[config.mk]
export PLATFORM = sky130hd
export DESIGN_NAME = mpeg2_stream_feeder
export DESIGN_NICKNAME = d
export VERILOG_FILES = /design/src/rtl/mpeg2_stream_feeder_pkg.sv /design/src/rtl/stream_lfsr16.sv /design/src/rtl/mpeg2_stream_feeder.sv
export SDC_FILE = /design/constraint.sdc
export NUM_CORES = 1
export LEC_CHECK = 0
export CAP_MARGIN = 20
export CORE_MARGIN = 4
export CORE_UTILIZATION = 40
export CTS_CLUSTER_DIAMETER = 80
export DETAILED_ROUTE_END_ITERATION = 7
export DONT_BUFFER_PORTS = 1
export GPL_TIMING_DRIVEN = 0
export HOLD_SLACK_MARGIN = 0.02
export PLACE_DENSITY = 0.5
export SYNTH_ARGS = -nofsm -noshare
export SYNTH_HDL_FRONTEND = slang
export SYNTH_SLANG_ARGS = --single-unit
[constraint.sdc]
create_clock -name clk -period 3.1 [get_ports clk]
set_clock_uncertainty 0.15 [all_clocks]
set_input_delay 0.465 -clock clk [delete_from_list [all_inputs] [get_ports clk]]
set_output_delay 0.465 -clock clk [all_outputs]
set_load 0.01 [all_outputs]
[src/rtl/mpeg2_stream_feeder_pkg.sv]
// Shared types and constants for the MPEG-2 stimulus stream feeder.
package mpeg2_stream_feeder_pkg;

   typedef enum logic [2:0] {
      PFX0,
      PFX1,
      PFX2,
      CODE,
      PAYLOAD,
      DONE
   } state_t;

   localparam int unsigned LFSR_W = 16;
   localparam int unsigned BYTE_W = 8;

   localparam logic [LFSR_W-1:0] LFSR_TAPS = 16'hB400;
   localparam logic [BYTE_W-1:0] EMU_SUB   = 8'h80;

   // Start codes in emission order; entry 0 is used first after reset.
   localparam logic [3:0][BYTE_W-1:0] START_CODES = {8'h01, 8'h00, 8'hB8, 8'hB3};

   function automatic logic [LFSR_W-1:0] lfsr_next(input logic [LFSR_W-1:0] v);
      return (v >> 1) ^ (v[0] ? LFSR_TAPS : '0);
   endfunction

endpackage

[src/rtl/stream_lfsr16.sv]
// 16-bit right-shifting Galois LFSR; a zero seed is replaced by 0001.
module stream_lfsr16
   import mpeg2_stream_feeder_pkg::*;
#(
   parameter logic [15:0] SEED = 16'hACE1
) (
   input  logic        clk,
   input  logic        reset,
   input  logic        step,
   output logic [15:0] value
);

   localparam logic [15:0] INIT = (SEED == 16'h0000) ? 16'h0001 : SEED;

   always_ff @(posedge clk) begin
      if (reset)     value <= INIT;
      else if (step) value <= lfsr_next(value);
   end

endmodule

[src/rtl/mpeg2_stream_feeder.sv]
// Start-code-framed pseudo-random byte source feeding the decoder input,
// stalled by decoder busy and optionally stopping after NUM_UNITS units.
module mpeg2_stream_feeder
   import mpeg2_stream_feeder_pkg::*;
#(
   parameter logic [15:0] SEED        = 16'hACE1,
   parameter int unsigned PAYLOAD_LEN = 64,
   parameter int unsigned NUM_UNITS   = 0
) (
   input  logic        clk,
   input  logic        reset,
   input  logic        enable,
   input  logic        busy,
   output logic [7:0]  stream_data,
   output logic        stream_valid,
   output logic [15:0] unit_count,
   output logic [31:0] byte_count,
   output logic        done
);

   state_t      state, state_n;
   logic [15:0] lfsr_val;
   logic [15:0] pay_cnt;
   logic [1:0]  code_idx;
   logic [7:0]  prev_byte;
   logic [7:0]  cand;
   logic [7:0]  out_byte;
   logic [15:0] unit_inc;
   logic        emit;
   logic        pay_last;
   logic        unit_end;

   assign emit     = enable && !busy && (state != DONE);
   assign cand     = 8'(lfsr_next(lfsr_val));
   assign pay_last = (pay_cnt == 16'(PAYLOAD_LEN - 1));
   assign unit_inc = unit_count + 16'd1;

   stream_lfsr16 #(.SEED(SEED)) u_lfsr (
      .clk   (clk),
      .reset (reset),
      .step  (emit && (state == PAYLOAD)),
      .value (lfsr_val)
   );

   always_ff @(posedge clk) begin
      if (reset) state <= PFX0;
      else       state <= state_n;
   end

   // Next state, byte to emit this cycle and end-of-unit detection.
   always_comb begin
      state_n  = state;
      out_byte = 8'h00;
      unit_end = 1'b0;
      case (state)
         PFX0: if (emit) state_n = PFX1;
         PFX1: if (emit) state_n = PFX2;
         PFX2: begin
            out_byte = 8'h01;
            if (emit) state_n = CODE;
         end
         CODE: begin
            out_byte = START_CODES[code_idx];
            if (emit) state_n = PAYLOAD;
         end
         PAYLOAD: begin
            out_byte = (prev_byte == 8'h00 && cand == 8'h00) ? EMU_SUB : cand;
            if (emit && pay_last) begin
               unit_end = 1'b1;
               state_n  = (NUM_UNITS != 0 && unit_inc == 16'(NUM_UNITS)) ? DONE : PFX0;
            end
         end
         DONE:    state_n = DONE;
         default: state_n = PFX0;
      endcase
   end

   // Output registers, counters and emulation-guard history.
   always_ff @(posedge clk) begin
      if (reset) begin
         stream_data  <= 8'h00;
         stream_valid <= 1'b0;
         unit_count   <= 16'd0;
         byte_count   <= 32'd0;
         done         <= 1'b0;
         prev_byte    <= 8'hFF;
         pay_cnt      <= 16'd0;
         code_idx     <= 2'd0;
      end else if (emit) begin
         stream_data  <= out_byte;
         stream_valid <= 1'b1;
         byte_count   <= byte_count + 32'd1;
         prev_byte    <= out_byte;
         if (state == PAYLOAD) pay_cnt <= pay_last ? 16'd0 : pay_cnt + 16'd1;
         if (unit_end) begin
            unit_count <= unit_inc;
            code_idx   <= code_idx + 2'd1;
            if (state_n == DONE) done <= 1'b1;
         end
      end else begin
         stream_valid <= 1'b0;
      end
   end

endmodule
Word level (Yosys, flattened, before mapping)
Cells that the tools add are included.

cells by class
  add/sub/neg operators = 4
  $mul = 0
  divide/modulo/power cells = 0
  magnitude comparators = 1
  equality and inequality tests = 8
  shifts and indexed selects = 0
  mux-type cells = 15
  bitwise operators = 1
  reductions and logical operators = 12

operator list
  cell                                                         count
  adder 16 x 1 -> 16 bit (second input constant)               2
  adder 32 x 1 -> 32 bit (second input constant)               1
  two-way mux 16 bit                                           2
  case mux 8 bit (3 select lines)                              1
  case mux 3 bit (6 select lines)                              1
  binary-select mux 8 bit (select 2 bit)                       1
  equality test 16 x 6 -> 1 bit (second input constant)        1
  logical NOT 8 bit                                            2
  two-way mux 8 bit                                            2
  XOR 15 x 16 -> 16 bit                                        1
  two-way mux 3 bit                                            5
  equality test 3 bit (second input constant)                  3
  equality test 3 x 2 -> 1 bit (second input constant)         2
  logical AND 1 bit                                            5
  AND reduction 2 bit                                          2
  equality test 3 x 1 -> 1 bit (second input constant)         1
  logical NOT 3 bit                                            1
  less-than comparator 2 x 3 -> 1 bit (second input constant)  1
  two-way mux 1 bit                                            3
  inequality test 3 bit (second input constant)                1
  AND reduction 3 bit                                          1
  adder 2 x 1 -> 2 bit (second input constant)                 1
  logical NOT 1 bit                                            1

storage, ports and cells
  flip-flop bits (word level) = 103
  bits in latches = 0
  RAM bits = 0
  bits in read-only memories = 0
  bits of input ports = 4
  word-level logic and storage cells = 51
  memories kept = 0

Depth between registers and ports, before layout
Gate-level depths: netlist (run 1).

  depth in word-level cells = 8
  mapped depth = 8
  mapped depth without buffers = 6

Modules after synthesis
From an unflattened synthesis (run 1), not the netlist that was laid out.

unflattened totals
  cell total of the unflattened synthesis = 541
  area total of the unflattened synthesis = 4,790.8 um^2

by module, submodules not included
  module               times used  cells each  area each (um^2)  sequential area each (um^2)
  mpeg2_stream_feeder  1           485         4,161.5           1,741.7
  stream_lfsr16        1           56          629.4             320.3

Least setup slack after synthesis (run 1)
Ideal clock, no wire load.

  kind = register to register
  start point = register pay_cnt[0]
  end point = register unit_count[10]
  library setup time = 0.123 ns
  arrival time = 2.049 ns
  required time = 2.827 ns
  path slack = 0.778 ns
  cell stages (with the launch flop) = 8
  buffers on the path = 2
  period minus slack after synthesis = 2.322 ns
  cells stage by stage = dfxtp_1 -> ha_1 -> nand4b_4 -> or4_4 -> buf_6 -> buf_6 -> nor4_1 -> mux2_1

on the way
  cells in the longest elaborated chain, start to end = 5

ends and longest elaborated chain
  element                               line                       RTL
  from (decl)                           mpeg2_stream_feeder.sv:23  logic [15:0] pay_cnt;
  from (signal assigned)                mpeg2_stream_feeder.sv:94  if (state == PAYLOAD) pay_cnt <= pay_last ? 16'd0 : pay_cnt + 16'd1;
  equality test 16 x 6 -> 1 bit         mpeg2_stream_feeder.sv:35  assign pay_last = (pay_cnt == 16'(PAYLOAD_LEN - 1));
  logical AND 1 bit                     mpeg2_stream_feeder.sv:68  if (emit && pay_last) begin
  two-way mux 1 bit                     mpeg2_stream_feeder.sv:68
  two-way mux 1 bit                     mpeg2_stream_feeder.sv:55  case (state)
  AND reduction 2 bit (no source line)  --
  to (signal assigned)                  mpeg2_stream_feeder.sv:96  unit_count <= unit_inc;
  to (decl)                             mpeg2_stream_feeder.sv:16  output logic [15:0] unit_count,

No other way between the ends.
A chain may end at the register's enable or synchronous reset.

Worst setup path in the final report (run 1)
  start point = register pay_cnt[9]
  end point = register unit_count[11]

Same word-level chain as after synthesis.

==> summary.md, run 1 <==
| Metric | Value |
|---|---|
| Outcome | `completed` |
| Sequential fraction of the synthesis area | `43.9%` |
| MaxCap Viol Count | `0` |
| Synth cell types | `47` |
| First-pass GRT wire length | `19900 um` |
| Number of placement rows | `39` |
| Rel. slew slack | `27.0%` |
| Synth Instances | `556` |
| DR WL/cell | `17.0 um` |
| Simple-gate area share of the yosys netlist | `30.1%` |
| Met2 usage | `28.3%` |
| Post-CTS Setup Repair Bufs | `0` |
| # diodes | `0` |
| # hold bufs at CTS | `0` |
| Die W | `116 um` |
| # setup viols final | `0` |
| GRT Util Overall | `18.5%` |
| Main combinational cell family by area after synthesis | `simple AND/OR/NAND/NOR gates` |
| Hold Path Class | `in2reg` |
| Mux contribution to synthesized area | `1.92%` |
| Synth Flop Type | `dfxtp_1` |
| # port buffers | `0` |
| Post-DP Area | `4880 um2` |
| Logic pwr share | `2.7%` |
| Grt peak-use layer | `met2` |
| XOR/XNOR Fraction of Synth Area | `4.29%` |
| Area leader, netlist | `dfxtp_1` |
| Max H-tree Level | `3` |
| Core ar. | `11500 um2` |
| Worst skew pair latency | `0.35 ns` |
| Clock sinks | `103` |
| Synth-to-Final Area Change | `11.2%` |
| # IOs | `62` |
| Max rail drop VDD | `0.333 mV` |
| DIE HEIGHT | `116 um` |
| Nature of the critical path startpoint | `flip-flop` |
| GRT overflow | `0` |
| Hold path depth | `2` |
| Source of the worst hold timing path | `reset` |
| CP Data Arrival Time | `2.78 ns` |
| Cell area after synthesis | `4700 um2` |
| Finished Cell Area | `5220 um2` |
| Clock share of power | `48.3%` |
| Lkg Pwr | `1.78 nW` |
| Internal power | `2.15 mW` |
| Post-synth ARST share | `0%` |
| CP bufs+invs | `1` |
| R2R depth | `5` |
| Drc violations | `0` |
| R2R Path End | `unit_count[11]$_SDFFE_PP0P_` |
| Post-Syn Nets | `565` |
| Synth Area in Adders | `1.33%` |
| CTS root buf | `clkbuf_16` |
| Num CTS Buffers | `9` |
| CP max FO | `10` |
| CTS Buffer Depth | `2` |
| CP top delay family | `simple AND/OR/NAND/NOR gates` |
| Switching share of total power | `21.4%` |
| Reg power frac | `49.0%` |
| DR pass1 iterations | `5` |
| Routed wire length | `12100 um` |
| Total die area | `13500 um2` |
| Most frequent cells in the layout | `dfxtp_1, nand2_1, a21oi_1` |
| WHS Endpoint | `unit_count[7]$_SDFFE_PP0P_` |
| Final Hold Fails | `0` |
| Count of pins over their slew limit | `0` |
| Initial antenna violation count | `0` |
| Vias | `4089` |
| Compound-Gate Fraction of Synth Area | `14.1%` |
| Fin crit share | `86.9%` |
| Crit-path cells | `nor4_1, nand3_1, clkbuf_1, nor4_1, mux2_1` |
| Fmax | `371 MHz` |
| Number of global-route vias before repair | `3946` |
| Yosys reg bits | `103` |
| Number of routed nets with antenna violations | `0` |
| Syn avg cell area | `8.45 um2` |
| Initial Util | `41.0%` |
| Largest net degree at the start of global routing | `18` |
| Clock-pin slew of the registers on the worst-case setup and hold paths | `0.07 ns` |
| DR vias/cell | `5.72` |
| Worst setup path class | `reg2reg` |
| Required time worst endpoint | `3.19 ns` |
| Fin crit period | `2.69 ns` |
| Initial DRC count | `295` |
| Worst Setup SP | `pay_cnt[9]$_SDFFE_PP0P_` |
| Top post-synthesis cells by area | `dfxtp_1, a21oi_1, nand2_1` |
| Dpl hpwl | `8520 um` |
| Slowest cell on crit path | `nor4_1` |
| CP dominant cell by count | `nor4_1` |
| Worst R2R Setup Slack | `0.41 ns` |
| Routing usage on met1 | `24.6%` |
| Endpoint class of the critical path | `flip-flop` |
| Number of enable flip-flop cells after synthesis | `0` |
| Yosys top cell area share | `43.9%` |
| RePlAce Congestion | `0.794` |
| Fin Setup TNS | `0 ns` |
| Yosys warns | `0` |
| Layout cells sized above 1 | `4.72%` |
| Most common cell after layout, fill and taps aside | `dfxtp_1` |
| M3 GR Usage | `7.15%` |
| Psw | `586 uW` |
| Nets | `576` |
| Max incr delay on CP | `0.64 ns` |
| Worst Max-Slew Pin Slew | `1.09 ns` |
| CTS tree | `yes` |
| Pwr/cell area | `524 nW/um2` |
| Design Power | `2.74 mW` |
| RSZ-0062 raised after global routing | `false` |
| Resize count post-CTS | `0` |
| Reg2reg start | `pay_cnt[9]$_SDFFE_PP0P_` |
==> stage by stage <==
stage	hold slack (ns)	util (%)	worst slack (ns)	cells
4_1_cts	0.206	45.5	0.403	715
3_5_place_dp	0.293	42.5	0.418	699
2_1_floorplan	0.272	-	0.778	556
6_report	0.212	45.5	0.405	715
3_3_place_gp	0.287	42.5	0.369	699
5_1_grt	0.222	45.5	0.140	715
==> worst max-delay path by stage <==
stage	to	slack [ns]	cells past startpoint
after floorplan	unit_count[10]$_SDFFE_PP0P_	0.78	7
final	unit_count[11]$_SDFFE_PP0P_	0.41	5
after global routing	unit_count[11]$_SDFFE_PP0P_	0.14	5
after global placement	unit_count[11]$_SDFFE_PP0P_	0.37	5
after detailed placement	unit_count[11]$_SDFFE_PP0P_	0.42	5
after CTS	unit_count[11]$_SDFFE_PP0P_	0.40	5
==> cell usage after synthesis (all sizes together) (4+ instances only) <==
cell type / count
nand3b: 5
inv: 9
and3: 9
xnor2: 10
clkbuf: 30
ha: 5
or3: 17
nand2: 64
nor2b: 11
nor2: 34
nand3: 25
o31ai: 17
nor4: 13
dfxtp: 103
or4: 18
a21o: 4
xor2: 13
o21ai: 23
buf: 8
nand4: 26
and2: 5
a21oi: 62
and4: 8
mux2: 8
==> cell families after synthesis <==
kind of cell	Yosys count
AO/OA/AOI/OAI	116
XOR/XNOR	23
adder cells (fa/ha/maj)	5
buffers and inverters	47
flip-flops	103
multiplexers	8
AND/OR/NAND/NOR	254
==> metal layers <==
layer  up-vias  part of all wire [%]
met2        89                    45
li1       2047                     -
met3         4                   7.4
met4         0                  0.52
met5         -                     0
met1      1949                    47
==> sequential cells by signal (all words and copies together), names as in the netlist <==
name	count
stream_data	8
stream_valid	1
state	3
byte_count	32
code_idx	2
prev_byte	8
done	1
pay_cnt	16
unit_count	16
u_lfsr.value	16
==> cell type report <==
class	instances	area (um2)
inverter	9	33.8
clock buffer	10	229
tap	143	179
multi-input combinational	406	2430
fill	1145	6240
sequential	103	2060
buffer	38	168
clock inverter	6	116
==> power groups by stage <==
| stage | logic, mW | clock network, mW | registers (mW) |
|---|---|---|---|
| floorplan | 0.0517 | 0 | 1.37 |
| global placement | 0.0729 | 0 | 1.37 |
| detailed placement | 0.0737 | 0 | 1.37 |
| CTS | 0.0739 | 1.35 | 1.34 |
| global route | 0.0826 | 1.41 | 1.34 |
| finish | 0.0727 | 1.32 | 1.34 |
Note: power is estimated with default switching activity, not from simulation.
==> inputs of run 2 (changes only) <==
--- a/config.mk
+++ b/config.mk
@@ -7,13 +7,13 @@
 export LEC_CHECK = 0
 export CAP_MARGIN = 20
 export CORE_MARGIN = 4
-export CORE_UTILIZATION = 40
+export CORE_UTILIZATION = 63
 export CTS_CLUSTER_DIAMETER = 80
 export DETAILED_ROUTE_END_ITERATION = 7
 export DONT_BUFFER_PORTS = 1
 export GPL_TIMING_DRIVEN = 0
 export HOLD_SLACK_MARGIN = 0.02
-export PLACE_DENSITY = 0.5
+export PLACE_DENSITY = 0.75
 export SYNTH_ARGS = -nofsm -noshare
 export SYNTH_HDL_FRONTEND = slang
 export SYNTH_SLANG_ARGS = --single-unit
==> run 2 against run 1 <==
Effect of this change: setup slack improved by 0.032 ns; global-route usage is 7.2 points higher; die area down 34%; largest cell class unchanged; routed wire length fell by 9.9%.
==> summary.md, run 2 (synthesized netlist as in run 1, its figures left out) <==
| Metric | Value |
|---|---|
| Post-DP Area | `4820 um2` |
| Number of flip-flops under the largest register name | `32` |
| Outcome | `completed` |
| Clock-pin slew of the registers on the worst-case setup and hold paths | `0.10 ns` |
| Rel. slew slack | `31.5%` |
| Fmax | `376 MHz` |
| Final Hold Fails | `0` |
| # hold bufs at CTS | `0` |
| Largest Register | `byte_count` |
| Total die area | `8900 um2` |
| Routed wire length | `10900 um` |
| Most common cell after layout, fill and taps aside | `dfxtp_1` |
| Fin crit period | `2.66 ns` |
| CTS tree | `yes` |
| Resize count post-CTS | `0` |
| Largest net degree at the start of global routing | `19` |
| Endpoint class of the critical path | `flip-flop` |
| DR WL/cell | `16.3 um` |
| Hold path depth | `2` |
| Number of global-route vias before repair | `3997` |
| CTS Buffer Depth | `2` |
| # port buffers | `0` |
| Initial Util | `64.8%` |
| Fin crit share | `85.9%` |
| Layout cells sized above 1 | `4.90%` |
| CTS root buf | `clkbuf_8` |
| CP Data Arrival Time | `2.77 ns` |
| Required time worst endpoint | `3.21 ns` |
| Nature of the critical path startpoint | `flip-flop` |
| DR vias/cell | `6.12` |
| Worst skew pair latency | `0.37 ns` |
| Num CTS Buffers | `9` |
| Max rail drop VDD | `0.330 mV` |
| Fin Setup TNS | `0 ns` |
| Number of placement rows | `31` |
| # setup viols final | `0` |
| Post-CTS Setup Repair Bufs | `0` |
| Worst Max-Slew Pin Slew | `1.01 ns` |
| Hold Path Class | `in2reg` |
| Count of pins over their slew limit | `0` |
| Max incr delay on CP | `0.65 ns` |
| Core ar. | `7250 um2` |
| RePlAce Congestion | `0.879` |
| Nets | `576` |
| Initial DRC count | `252` |
| Finished Cell Area | `5030 um2` |
| Fillers | `629` |
| GRT overflow | `0` |
| Pwr/cell area | `453 nW/um2` |
| # diodes | `0` |
| # IOs | `62` |
| DIE HEIGHT | `94.4 um` |
| First-pass GRT wire length | `18400 um` |
| MaxCap Viol Count | `0` |
| Dpl hpwl | `7730 um` |
| GRT Util Overall | `25.7%` |
| DR pass1 iterations | `5` |
| CP max FO | `10` |
| RSZ-0062 raised after global routing | `false` |
| Clock sinks | `103` |
| Vias | `4108` |
| Number of routed nets with antenna violations | `0` |
| Slowest cell on crit path | `nor4_1` |
| R2R depth | `5` |
| Crit-path cells | `nor4_1, nand3_1, clkbuf_1, nor4_1, mux2_1` |
| Initial antenna violation count | `0` |
| Die W | `94.4 um` |
| CP dominant cell by count | `nor4_1` |
| Max H-tree Level | `3` |
| Synth-to-Final Area Change | `6.98%` |
| Worst setup path class | `reg2reg` |
| Lkg Pwr | `1.71 nW` |
| Drc violations | `0` |
| Most frequent cells in the layout | `dfxtp_1, nand2_1, a21oi_1` |
## run 2: changes by cell type in the layout (fill, tap and decap cells not counted), sizes merged
cell / before / now
clkinv: 1 / 2
clkinvlp: 0 / 2
clkbuf: 40 / 39
bufinv: 3 / 1
## run 2: power by group
group          internal (mW)  switching (mW)  leakage [nW]
Clock                  0.382           0.478        0.0964
Sequential              1.33         0.00920         0.832
Combinational         0.0216          0.0502         0.778
## run 2: final cells by class
type                            count  area (um2)  area share, %
Multi-Input combinational cell    406        2430           48.4
Clock buffer                        9         124           2.46
Inverter                            9        33.8          0.672
Tap cell                           99         124           2.46
Sequential cell                   103        2060           41.0
Clock inverter                      7        80.1           1.59
Buffer                             38         168           3.34
## run 2: worst max-delay path: cells and delay by family, from the launching register on
kind,cells,cell delay [ns]
buffers and inverters,1,0.32
flip-flops,1,0.36
multiplexers,1,0.34
AND/OR/NAND/NOR,3,1.38
## run 2: worst paths after layout
kind / startpoint / end / slack [ns]
setup / recovery: pay_cnt[9]$_SDFFE_PP0P_ / unit_count[11]$_SDFFE_PP0P_ / 0.44
hold / removal: reset / unit_count[15]$_SDFFE_PP0P_ / 0.21
setup reg to reg: pay_cnt[9]$_SDFFE_PP0P_ / unit_count[11]$_SDFFE_PP0P_ / 0.44
hold reg to reg: prev_byte[6]$_SDFFE_PP1P_ / prev_byte[6]$_SDFFE_PP1P_ / 0.31
## run 2: per-stage QoR
stage                     hold slack, ns  cells  power, mW  worst slack (ns)  util [%]
after floorplan                    0.272    556       1.42             0.778         -
after global placement             0.289    655       1.44             0.491      66.5
after detailed placement           0.292    655       1.44             0.459      66.5
after CTS                          0.201    671       2.29             0.445      69.3
after global routing               0.206    671       2.36             0.178      69.3
final                              0.207    671       2.27             0.438      69.3
## run 2: routing by layer
metal,global-route usage (%),vias up,share of wire (%)
li1,-,2042,-
met1,32.9,1924,44
met2,40.9,125,47
met3,8.13,17,7.7
met4,9.15,0,1.8
met5,0,-,0
